## config.mk

```make
export PLATFORM = sky130hd
export DESIGN_NAME = branch_predictor
export DESIGN_NICKNAME = d
export VERILOG_FILES = /design/src/rtl/bp_pkg.sv /design/src/rtl/bp_sat_counter.sv /design/src/rtl/branch_predictor.sv
export SDC_FILE = /design/constraint.sdc
export NUM_CORES = 1
export LEC_CHECK = 0
export CORE_MARGIN = 5
export CORE_UTILIZATION = 45
export DETAILED_ROUTE_END_ITERATION = 16
export PLACE_DENSITY = 0.67
export RECOVER_POWER = 25
export SLEW_MARGIN = 15
export SYNTH_ARGS = -nofsm -noshare
export SYNTH_HDL_FRONTEND = slang
export SYNTH_SLANG_ARGS = --single-unit
```

## constraint.sdc

```tcl
create_clock -name CLK -period 4.9 [get_ports CLK]
set_clock_uncertainty 0.1 [all_clocks]
set_input_delay 0.98 -clock CLK [delete_from_list [all_inputs] [get_ports CLK]]
set_output_delay 0.98 -clock CLK [all_outputs]
set_load 0.02 [all_outputs]
```

## src/rtl/bp_pkg.sv

```systemverilog
// Shared definitions for the branch predictor: 2-bit counter encodings and
// default table geometry.
package bp_pkg;

    typedef enum logic [1:0] {
        CTR_SNT = 2'b00,
        CTR_WNT = 2'b01,
        CTR_WT  = 2'b10,
        CTR_ST  = 2'b11
    } bp_ctr_e;

    localparam int BP_ENTRIES_DEF = 16;
    localparam int BP_ADDR_W_DEF  = 16;

    function automatic logic [15:0] sat_inc16(input logic [15:0] v);
        return (v == 16'hFFFF) ? v : (v + 16'd1);
    endfunction

endpackage

```

## src/rtl/bp_sat_counter.sv

```systemverilog
// Next-state logic of a 2-bit saturating taken/not-taken counter.
module bp_sat_counter
    import bp_pkg::*;
(
    input  bp_ctr_e ctr_i,
    input  logic    taken_i,
    output bp_ctr_e ctr_o
);

    // Step one state toward the resolved outcome, pinned at both ends.
    always_comb begin
        ctr_o = CTR_WNT;
        case (ctr_i)
            CTR_SNT: ctr_o = taken_i ? CTR_WNT : CTR_SNT;
            CTR_WNT: ctr_o = taken_i ? CTR_WT  : CTR_SNT;
            CTR_WT:  ctr_o = taken_i ? CTR_ST  : CTR_WNT;
            CTR_ST:  ctr_o = taken_i ? CTR_ST  : CTR_WT;
            default: ctr_o = CTR_WNT;
        endcase
    end

endmodule

```

## src/rtl/branch_predictor.sv

```systemverilog
// Direct-mapped branch target buffer with 2-bit counters and the IF->ID
// prediction register. Define BP_STATS_EN to add saturating update statistics.
module branch_predictor
    import bp_pkg::*;
#(
    parameter int ENTRIES = BP_ENTRIES_DEF,
    parameter int ADDR_W  = BP_ADDR_W_DEF
) (
    input  logic              CLK,
    input  logic              RST,
    input  logic              stall_i,
    input  logic              flush_i,
    input  logic [ADDR_W-1:0] pc_i,
    output logic              predict_o,
    output logic [ADDR_W-1:0] target_o,
    output logic              prediction_id_o,
`ifdef BP_STATS_EN
    output logic [15:0]       stat_total_o,
    output logic [15:0]       stat_wrong_o,
`endif
    input  logic [ADDR_W-1:0] upd_pc_i,
    input  logic [ADDR_W-1:0] upd_target_i,
    input  logic              ifbranch_i,
    input  logic              precorrc_i,
    input  logic              prewrong_i
);

    localparam int IDX_W = $clog2(ENTRIES);
    localparam int TAG_W = ADDR_W - IDX_W;

    logic              valid_q  [ENTRIES];
    logic [TAG_W-1:0]  tag_q    [ENTRIES];
    logic [ADDR_W-1:0] target_q [ENTRIES];
    bp_ctr_e           ctr_q    [ENTRIES];

    logic [IDX_W-1:0]  rd_idx_s;
    logic              rd_hit_s;
    logic [IDX_W-1:0]  upd_idx_s;
    logic [TAG_W-1:0]  upd_tag_s;
    logic              upd_en_s;
    logic              upd_hit_s;
    bp_ctr_e           upd_ctr_s;
    bp_ctr_e           ctr_next_s;

    logic              entry_we_d;
    logic [ADDR_W-1:0] entry_target_d;
    bp_ctr_e           entry_ctr_d;

    logic              pred_id_d;
    logic              pred_id_q;

    assign rd_idx_s  = pc_i[IDX_W-1:0];
    assign upd_idx_s = upd_pc_i[IDX_W-1:0];
    assign upd_tag_s = upd_pc_i[ADDR_W-1:IDX_W];
    assign upd_ctr_s = ctr_q[upd_idx_s];

    bp_sat_counter u_sat_counter (
        .ctr_i   (upd_ctr_s),
        .taken_i (ifbranch_i),
        .ctr_o   (ctr_next_s)
    );

    // Zero-latency lookup reads the table state before any same-cycle write.
    always_comb begin
        rd_hit_s  = valid_q[rd_idx_s] && (tag_q[rd_idx_s] == pc_i[ADDR_W-1:IDX_W]);
        predict_o = rd_hit_s && ctr_q[rd_idx_s][1];
        if (predict_o) begin
            target_o = target_q[rd_idx_s];
        end else begin
            target_o = {ADDR_W{1'b0}};
        end
    end

    // Resolve the write: correct and wrong predictions train the entry identically,
    // so a simultaneous correct/wrong pair collapses onto the same path.
    always_comb begin
        upd_en_s       = precorrc_i | prewrong_i;
        upd_hit_s      = valid_q[upd_idx_s] && (tag_q[upd_idx_s] == upd_tag_s);
        entry_we_d     = 1'b0;
        entry_target_d = target_q[upd_idx_s];
        entry_ctr_d    = upd_ctr_s;
        if (upd_en_s && upd_hit_s) begin
            entry_we_d  = 1'b1;
            entry_ctr_d = ctr_next_s;
            if (ifbranch_i) begin
                entry_target_d = upd_target_i;
            end else begin
                entry_target_d = target_q[upd_idx_s];
            end
        end else if (upd_en_s && ifbranch_i) begin
            entry_we_d     = 1'b1;
            entry_ctr_d    = CTR_WT;
            entry_target_d = upd_target_i;
        end else begin
            entry_we_d = 1'b0;
        end
    end

    // Table storage; a miss-taken write allocates/replaces the whole entry.
    always_ff @(posedge CLK or negedge RST) begin
        if (!RST) begin
            for (int i = 0; i < ENTRIES; i++) begin
                valid_q[i]  <= 1'b0;
                tag_q[i]    <= {TAG_W{1'b0}};
                target_q[i] <= {ADDR_W{1'b0}};
                ctr_q[i]    <= CTR_WNT;
            end
        end else if (entry_we_d) begin
            valid_q[upd_idx_s]  <= 1'b1;
            tag_q[upd_idx_s]    <= upd_tag_s;
            target_q[upd_idx_s] <= entry_target_d;
            ctr_q[upd_idx_s]    <= entry_ctr_d;
        end
    end

    // IF->ID prediction register: flush beats stall beats load.
    always_comb begin
        if (flush_i) begin
            pred_id_d = 1'b0;
        end else if (stall_i) begin
            pred_id_d = pred_id_q;
        end else begin
            pred_id_d = predict_o;
        end
    end

    // Prediction register state.
    always_ff @(posedge CLK or negedge RST) begin
        if (!RST) begin
            pred_id_q <= 1'b0;
        end else begin
            pred_id_q <= pred_id_d;
        end
    end

    assign prediction_id_o = pred_id_q;

`ifdef BP_STATS_EN
    logic [15:0] stat_total_d;
    logic [15:0] stat_total_q;
    logic [15:0] stat_wrong_d;
    logic [15:0] stat_wrong_q;

    // Saturating statistics of resolved and mispredicted branches.
    always_comb begin
        if (upd_en_s) begin
            stat_total_d = sat_inc16(stat_total_q);
        end else begin
            stat_total_d = stat_total_q;
        end
        if (prewrong_i) begin
            stat_wrong_d = sat_inc16(stat_wrong_q);
        end else begin
            stat_wrong_d = stat_wrong_q;
        end
    end

    // Statistics state.
    always_ff @(posedge CLK or negedge RST) begin
        if (!RST) begin
            stat_total_q <= 16'd0;
            stat_wrong_q <= 16'd0;
        end else begin
            stat_total_q <= stat_total_d;
            stat_wrong_q <= stat_wrong_d;
        end
    end

    assign stat_total_o = stat_total_q;
    assign stat_wrong_o = stat_wrong_q;
`endif

endmodule
```

## Word level (Yosys, flattened, before mapping)

Index checks and enable logic that the tools add are counted.

- Div/mod/pow operators: 0
- Reduce and logical (&&, ||, !) cells: 7
- Multiplexer cells: 50
- Magnitude comparators: 3
- $add $sub $neg: 0
- Multipliers: 0
- Equality and inequality tests: 6
- Shift-type cells: 0
- Bitwise operators: 4

Operator list:

| operator | number |
|---|---|
| $bwmux W256 | 1 |
| $bwmux W192 | 1 |
| $mux W16 | 9 |
| $bmux W16 S4 | 2 |
| $bmux W12 S4 | 2 |
| $demux W16 S4 | 1 |
| $mux W12 | 5 |
| $demux W12 S4 | 1 |
| $bwmux W32 | 1 |
| $eq A12 B12 Y1 | 2 |
| $mux W2 | 9 |
| $bmux W2 S4 | 2 |
| $or A16 B16 Y16 | 1 |
| $mux W1 | 11 |
| $ge A5 B5 Y1 const B | 2 |
| $not A4 Y5 | 2 |
| $bmux W1 S4 | 2 |
| $demux W2 S4 | 1 |
| $pmux W2 S4 | 1 |
| $logic_and A1 B1 Y1 | 6 |
| $lt A5 B1 Y1 const B | 1 |
| $demux W1 S4 | 1 |
| $eq A2 B2 Y1 const B | 2 |
| $eq A2 B1 Y1 const B | 1 |
| 3 further kinds | 3 |

- Bits in read-only memories: 0
- Flip-flop bits (word level): 497
- RAM bits: 0
- Bits of input ports: 55
- Word-level logic and storage cells: 135
- Memories: 0
- Output and inout bits: 18
- Bits in latches: 0

## Logic depth before layout (Yosys ltp)

Gate-level depths: netlist (run 1).

- Word-level depth: 9
- Gate-level depth with buffers: 15
- Depth with buffers taken out: 8

## By module

From an unflattened synthesis (run 1), not the netlist that was laid out.

- Cells, all modules: 1694
- Area total of the unflattened synthesis: 26868.3 µm²

By module, submodules not included:

| module | instances | cells each | seq. area each (µm²) | area each (µm²) |
|---|---|---|---|---|
| branch_predictor | 1 | 1691 | 12456.9 | 26842.0 |
| bp_sat_counter | 1 | 3 | 0.0 | 26.3 |

## Least setup slack after synthesis (run 1)

No wires, ideal clock.

- Kind: in2out
- Start: input port pc_i[2]
- End: output port target_o[10]
- Setup slack: -0.102 ns
- Data required time: 3.820 ns
- Cell stages on the path: 10
- Path buffers: 4
- Arrival: 3.922 ns
- Path through: clkbuf_1 > clkbuf_1 > mux4_2 > mux4_2 > xnor2_1 > nand4_1 > or4_1 > clkbuf_1 > clkbuf_1 > nor2b_1

- Word-level cells in the longest chain between the ends: 8
- Elaborated cells between the ends (all ways): 17
- Those cells by class: 1 x eq/ne; 13 x mux; 1 x bitwise; 2 x reduce/logical

RTL lines:

| element | line | RTL |
|---|---|---|
| from (decl) | branch_predictor.sv:13 | `input logic [ADDR_W-1:0] pc_i,` |
| $not A4 Y5 (implied by the code) * | branch_predictor.sv:65, branch_predictor.sv:66, branch_predictor.sv:68 |  |
| $bmux W12 S4 | branch_predictor.sv:65 | `rd_hit_s = valid_q[rd_idx_s] && (tag_q[rd_idx_s] == pc_i[ADDR_W-1:IDX_W]);` |
| $mux W12 (implied by the code) (2 in a row) | branch_predictor.sv:65 |  |
| $eq A12 B12 Y1 | branch_predictor.sv:65 |  |
| $logic_and A1 B1 Y1 | branch_predictor.sv:65 |  |
| $logic_and A1 B1 Y1 | branch_predictor.sv:66 | `predict_o = rd_hit_s && ctr_q[rd_idx_s][1];` |
| $mux W16 * | branch_predictor.sv:67 | `if (predict_o) begin` |
| to (decl) | branch_predictor.sv:15 | `output logic [ADDR_W-1:0] target_o,` |

Every way passes the cells marked *; elsewhere a longest branch is shown, timed or not. The select of a mux whose other input is x is not followed.

## Worst setup path in the final report (run 1)

- Start: input port pc_i[0]
- End: output port target_o[12]

Same word-level chain as after synthesis.

==> results of run 1 <==
-- power groups by stage --
stage               Clock, mW  Combinational (mW)  Sequential, mW
floorplan                   0                2.36            5.58
global placement            0                2.92            5.81
detailed placement          0                3.00            5.88
CTS                      4.52                3.04            5.82
global route             4.70                3.27            5.95
finish                   4.45                3.04            5.84
-- logic make-up (layout without fill, tap and decap cells) --
logic type	after synthesis	after routing	share of synthesized area (%)
muxes	778	778	43.7
AOI/OAI and AO/OA	117	117	3.49
adders and majority gates	2	2	0.0744
DFF	497	497	46.3
and+or+nand+nor	116	116	2.32
buffers and inverters	193	323	3.47
xor gates and xnor gates	21	21	0.684
-- per-layer routing --
layer  up-vias  global-route usage, %
li1       6873                      -
met1      9143                   33.6
met2       719                   38.2
met3       180                   4.47
met4         0                   8.36
met5         -                      0
-- stage by stage --
step	setup WS, ns	area (um^2)	hold WS [ns]	setup TNS, ns
4_1_cts	-0.0176	31200	0.359	-0.111
3_5_place_dp	-0.590	29200	0.349	-9.73
6_report	-0.0493	31300	0.357	-0.550
5_1_grt	-0.0821	31300	0.375	-1.09
2_1_floorplan	0.0232	27000	0.338	0
3_3_place_gp	-0.571	29200	0.347	-9.44
-- critical path, cell delays in order --
cell	delay (ns)
clkbuf_16	0.16
buf_12	0.11
buf_12	0.13
mux4_2	0.51
mux4_2	0.50
xnor2_2	0.16
nand4_1	0.20
or4_4	0.63
buf_8	0.19
nor2b_2	0.12
buf_4	0.14
-- what timing repair did --
action,CTS,global route
endpoints found under the setup margin,17,17
setup buffers,6,6
gates cloned,1,0
resized for setup,94,14
pin swaps,2,5
-- synthesized netlist by cell type (3+ instances only) --
master	n
a211oi_1	3
o2bb2ai_1	21
mux2i_1	18
buf_1	10
clkbuf_1	74
or3_1	3
a22oi_1	3
nand2_1	11
dfrtp_1	481
inv_1	22
nand3_1	6
nand3b_1	3
or2_2	18
xnor2_1	13
a2bb2oi_1	17
a311oi_1	3
a21boi_1	6
nor2_1	27
buf_4	39
mux4_2	267
o311ai_0	3
nor2b_1	21
buf_2	45
nand2b_1	7
nor3_1	10
nand4_1	6
o211ai_1	4
o22ai_1	17
o21ai_0	9
dfstp_2	16
xor2_1	8
a21boi_2	10
mux2_1	23
mux2_2	470
-- flip-flops by register name, indices dropped and copies added (netlist names) --
signal / flops
ctr_q: 32
prediction_id_o: 1
tag_q: 192
target_q: 256
valid_q: 16
-- layout make-up --
class	count	share of cell area (%)
multi-input cells	1034	44.0
well taps	773	3.09
clock inverters	25	1.24
repair buffers	199	6.64
clock buffers	75	4.96
inverters	24	0.288
flip-flops and latches	497	39.8
-- how the worst max path moves through the flow --
| stage | start | end | slack [ns] | depth (start not counted) |
|---|---|---|---|---|
| 5_1_grt | pc_i[0] | target_o[3] | -0.08 | 11 |
| 3_5_place_dp | pc_i[0] | target_o[5] | -0.59 | 10 |
| 6_report | pc_i[0] | target_o[12] | -0.05 | 11 |
| 3_3_place_gp | pc_i[0] | target_o[12] | -0.57 | 10 |
| 2_1_floorplan | pc_i[1] | target_o[12] | 0.02 | 10 |
| 4_1_cts | pc_i[0] | target_o[3] | -0.02 | 11 |
==> flow_metrics.env, run 1 <==
export IMPL_maxCapViolations=1
export IMPL_outcome="finished with violations"
export IMPL_min_to="ctr_q[6]$_DFFE_PN1P_"
export IMPL_crit_fanout=9
export IMPL_nFillCells=4727
export IMPL_die_w_um=255
export IMPL_antenna_found_initial=0
export IMPL_synth_seq_cells=497
export IMPL_rsz0062_at_grt="yes"
export IMPL_finalCritPeriodShare_pct=101
export IMPL_hold_buffers=0
export IMPL_worst_pin_slew_ns=3.18
export IMPL_clock_sinks=497
export IMPL_yosysWarningCount=0
export IMPL_drive_above_1_share_pct=56.7
export IMPL_worstHoldStart="ctr_q[6]$_DFFE_PN1P_"
export IMPL_synth_largest_area_cell="dfrtp_1"
export IMPL_syn_area_um2=26900
export IMPL_ys_seq_area_share_pct=46.3
export IMPL_synth_edff_count=0
export IMPL_overflow=0
export IMPL_grt_pass1_vias=18164
export IMPL_place_gp_congestion=0.894
export IMPL_final_util_pct=52.9
export IMPL_met2_length_um=36500
export IMPL_yosysTopAreaCellShare_pct=44.7
export IMPL_grt_usage_pct=24.0
export IMPL_p_sw_share_pct=27.4
export IMPL_crit_arrival_ns=3.87
export IMPL_drc_errors=0
export IMPL_final_common_cell="dfrtp_1"
export IMPL_relSlewSlack_pct=-112
export IMPL_fin_ws_ns=-0.0493
export IMPL_drt_total_wl_um=76200
export IMPL_finalHoldViolations=0
export IMPL_p_comb_share_pct=22.8
export IMPL_wl_met3_um=5390
export IMPL_r2r_start="tag_q[102]$_DFFE_PN0P_"
export IMPL_failed_checks="capacitance limit, slew limit, setup timing"
export IMPL_via_count=16915
export IMPL_dp_hpwl_um=48500
export IMPL_cp_start_kind="primary input"
export IMPL_hp_class="register to register"
export IMPL_yosysUniqueCellTypes=57
export IMPL_h_tree_depth=2
export IMPL_cts_tree="yes"
export IMPL_ant_nets=0
export IMPL_syn2layout_area_growth_pct=16.3
export IMPL_stdcell_count=2627
export IMPL_fmax_mhz=202
export IMPL_syn_inst=1724
export IMPL_setup_viol=15
export IMPL_start_util_pct=45.5
export IMPL_ir_drop_mv=0.294
export IMPL_root_buffer="clkbuf_16"
export IMPL_power_leakage_nw=13.0
export IMPL_die_h_um=255
export IMPL_r2r_cells=10
export IMPL_switchingPower_mw=3.65
export IMPL_clk_latency_ns=0.63
export IMPL_r2r_end="tag_q[88]$_DFFE_PN0P_"
export IMPL_wl_per_cell_um=29.0
export IMPL_cp_required_ns=3.82
export IMPL_grt_max_degree=118
export IMPL_slew_viol_final=118
export IMPL_netlist_top_cells_area="dfrtp_1 45%, mux4_2 22%, mux2_2 20%, dfstp_2 1.6%, buf_4 1.1%"
export IMPL_first_iter_violations=1494
export IMPL_ioPinCount=73
export IMPL_p_seq_share_pct=43.8
export IMPL_top_layer="met4"
export IMPL_power_density_nw_per_um2=426
export IMPL_num_antenna_cells=0
export IMPL_layout_min_cycle_time_ns=4.95
export IMPL_syn_avg_cell_area_um2=15.6
export IMPL_synth_async_reset_ratio_pct=100
export IMPL_p_total_mw=13.3
export IMPL_reg2reg_slack_ns=1.18
export IMPL_ys_flop_type="dfrtp_1"
export IMPL_nets=1865
export IMPL_synthesis_nets=1779
export IMPL_coreArea_um2=59100
export IMPL_clk_pin_slew_worst_paths_ns=0.06
export IMPL_dr_pass1_iters=5
export IMPL_grt_pass1_wl_um=118000
export IMPL_dp_cells=2514
export IMPL_pwr_share_clk_pct=33.4
export IMPL_vias_per_cell=6.44
export IMPL_end_kind="output pin"
export IMPL_clk_path_buf_depth=3
export IMPL_die_area_um2=64800
export IMPL_final_cell_mix="481 x dfrtp_1, 470 x mux2_2, 267 x mux4_2"
export IMPL_rows=89
export IMPL_seq_area_um2=12500
export IMPL_multiInputGateArea_um2=13800
export IMPL_crit_type="primary input to output pin"
export IMPL_min_delay_path_depth=2
export IMPL_numCtsBuffers=54
export IMPL_portBuffers=72
export IMPL_p_int_mw=9.68
export IMPL_wl_met1_um=31400
Note: power is estimated with default switching activity, not from simulation.
==> inputs of run 2 (changes only) <==
REMOVE_ABC_BUFFERS = 1   (was default)
SKIP_LAST_GASP = 1   (was default)
==> run 2 against run 1 <==
Sequential power barely moved. Die area did not move. The flow still finishes with violations (capacitance limit, slew limit, setup timing). First-iteration DRC count fell by 10%.
==> flow_metrics.env, run 2 (synthesis results as in run 1) <==
export IMPL_crit_fanout=10
export IMPL_power_density_nw_per_um2=417
export IMPL_hp_class="register to register"
export IMPL_h_tree_depth=2
export IMPL_end_kind="output pin"
export IMPL_clk_path_buf_depth=3
export IMPL_outcome="finished with violations"
export IMPL_cts_tree="yes"
export IMPL_top_regs="target_q: 256 flops, tag_q: 192 flops, ctr_q: 32 flops"
export IMPL_finalHoldViolations=0
export IMPL_failed_checks="capacitance limit, slew limit, setup timing"
export IMPL_via_count=16754
export IMPL_final_area_um2=31300
export IMPL_portBuffers=72
export IMPL_antenna_found_initial=1
export IMPL_drc_errors=0
export IMPL_grt_max_degree=113
export IMPL_clk_latency_ns=0.61
export IMPL_nets=1862
export IMPL_cp_required_ns=3.82
export IMPL_drive_above_1_share_pct=56.2
export IMPL_finalCritPeriodShare_pct=102
export IMPL_final_cell_mix="481 x dfrtp_1, 470 x mux2_2, 267 x mux4_2"
export IMPL_slew_viol_final=173
export IMPL_postPlaceCellArea_um2=29300
export IMPL_setup_viol=17
export IMPL_wl_per_cell_um=29.0
export IMPL_overflow=0
export IMPL_fin_ws_ns=-0.112
export IMPL_top_register="target_q"
export IMPL_vias_per_cell=6.39
export IMPL_die_h_um=255
export IMPL_cp_start_kind="primary input"
export IMPL_fmax_mhz=200
export IMPL_dp_hpwl_um=48100
export IMPL_drt_total_wl_um=76100
export IMPL_relSlewSlack_pct=-86.6
export IMPL_syn2layout_area_growth_pct=16.3
export IMPL_die_w_um=255
export IMPL_maxCapViolations=2
export IMPL_coreArea_um2=59100
export IMPL_start_util_pct=45.5
export IMPL_numCtsBuffers=54
export IMPL_layout_min_cycle_time_ns=5.01
export IMPL_final_common_cell="dfrtp_1"
export IMPL_rows=89
export IMPL_worst_pin_slew_ns=2.80
export IMPL_num_antenna_cells=0
export IMPL_ant_nets=0
export IMPL_crit_type="primary input to output pin"
export IMPL_rsz0062_at_grt="yes"
export IMPL_ir_drop_mv=0.222
export IMPL_largest_reg_flops=256
export IMPL_grt_pass1_vias=17833
export IMPL_place_gp_congestion=0.858
export IMPL_root_buffer="clkbuf_16"
export IMPL_die_area_um2=64800
export IMPL_crit_arrival_ns=3.93
export IMPL_clock_sinks=497
export IMPL_ioPinCount=73
export IMPL_power_leakage_nw=13.0
export IMPL_grt_usage_pct=23.8
export IMPL_first_iter_violations=1342
export IMPL_clk_pin_slew_worst_paths_ns=0.07
export IMPL_grt_pass1_wl_um=116000
export IMPL_dr_pass1_iters=5
export IMPL_whs_ns=0.361
[run 2: cell count changes in the layout (fill, tap and decap cells not counted), sizes merged]
cell           change
clkinv             -4
bufinv             -6
clkinvlp           -2
inv                +1
clkdlybuf4s15      +1
clkbuf            +10
buf                -4
[run 2: where the power goes]
group          switching, mW  internal [mW]
clock network           1.69           2.48
logic                   1.14           1.92
registers              0.746           5.09
[run 2: layer usage]
layer / wire [um] / vias up / global-route usage, % / part of all wire, %
met5: 12 / - / 0 / 0.016
met4: 2860 / 2 / 8.16 / 3.8
met3: 5000 / 178 / 4.53 / 6.6
met2: 36400 / 618 / 37.9 / 48
met1: 31800 / 9080 / 33.3 / 42
li1: - / 6876 / - / -
[run 2: area by class of cell]
class                           instances  area (um^2)
Multi-Input combinational cell       1034        13700
Clock buffer                           85         1660
Sequential cell                       497        12500
Tap cell                              773          967
Fill cell                            4715        27800
Inverter                               24         90.1
Timing Repair Buffer                  196         2190
Clock inverter                         14          179
[run 2: final timing paths]
check	endpoint	cells after the start	from	slack, ns
setup reg to reg	tag_q[83]$_DFFE_PN0P_	10	tag_q[102]$_DFFE_PN0P_	0.99
hold reg to reg	ctr_q[6]$_DFFE_PN1P_	2	ctr_q[6]$_DFFE_PN1P_	0.36
max in group asynchronous	target_q[90]$_DFFE_PN0P_	2	RST	0.85
hold / removal	ctr_q[6]$_DFFE_PN1P_	2	ctr_q[6]$_DFFE_PN1P_	0.36
setup / recovery	predict_o	10	pc_i[0]	-0.11
min in group asynchronous	tag_q[185]$_DFFE_PN0P_	1	RST	1.12
[run 2: through the flow]
stage | util (%) | worst slack (ns) | power, mW | TNS (ns) | instances
floorplan | - | -0.421 | 7.79 | -73.74 | 1555
global placement | 49.6 | -0.880 | 8.74 | -14.60 | 2519
detailed placement | 49.6 | -0.984 | 8.90 | -15.39 | 2519
CTS | 52.9 | -0.0612 | 13.1 | -0.511 | 2622
global route | 52.9 | -0.128 | 13.6 | -2.54 | 2623
finish | 52.9 | -0.112 | 13.1 | -1.24 | 2623
[run 2: worst max-delay path: stages]
cell,delay [ns]
clkbuf_16,0.15
buf_4,0.17
mux4_2,0.50
mux4_2,0.52
xnor2_2,0.24
nand4_1,0.18
or4_4,0.65
buf_12,0.20
inv_1,0.05
clkdlybuf4s15_2,0.25
[run 2: what timing repair did]
item / 4_1_cts / 5_1_grt
gates cloned: 1 / 1
gates resized for setup: 104 / 10
hold buffers: 0 / 0
pin swaps: 3 / 3
buffers inserted: 3 / 0
endpoints found under the setup margin: 17 / 17
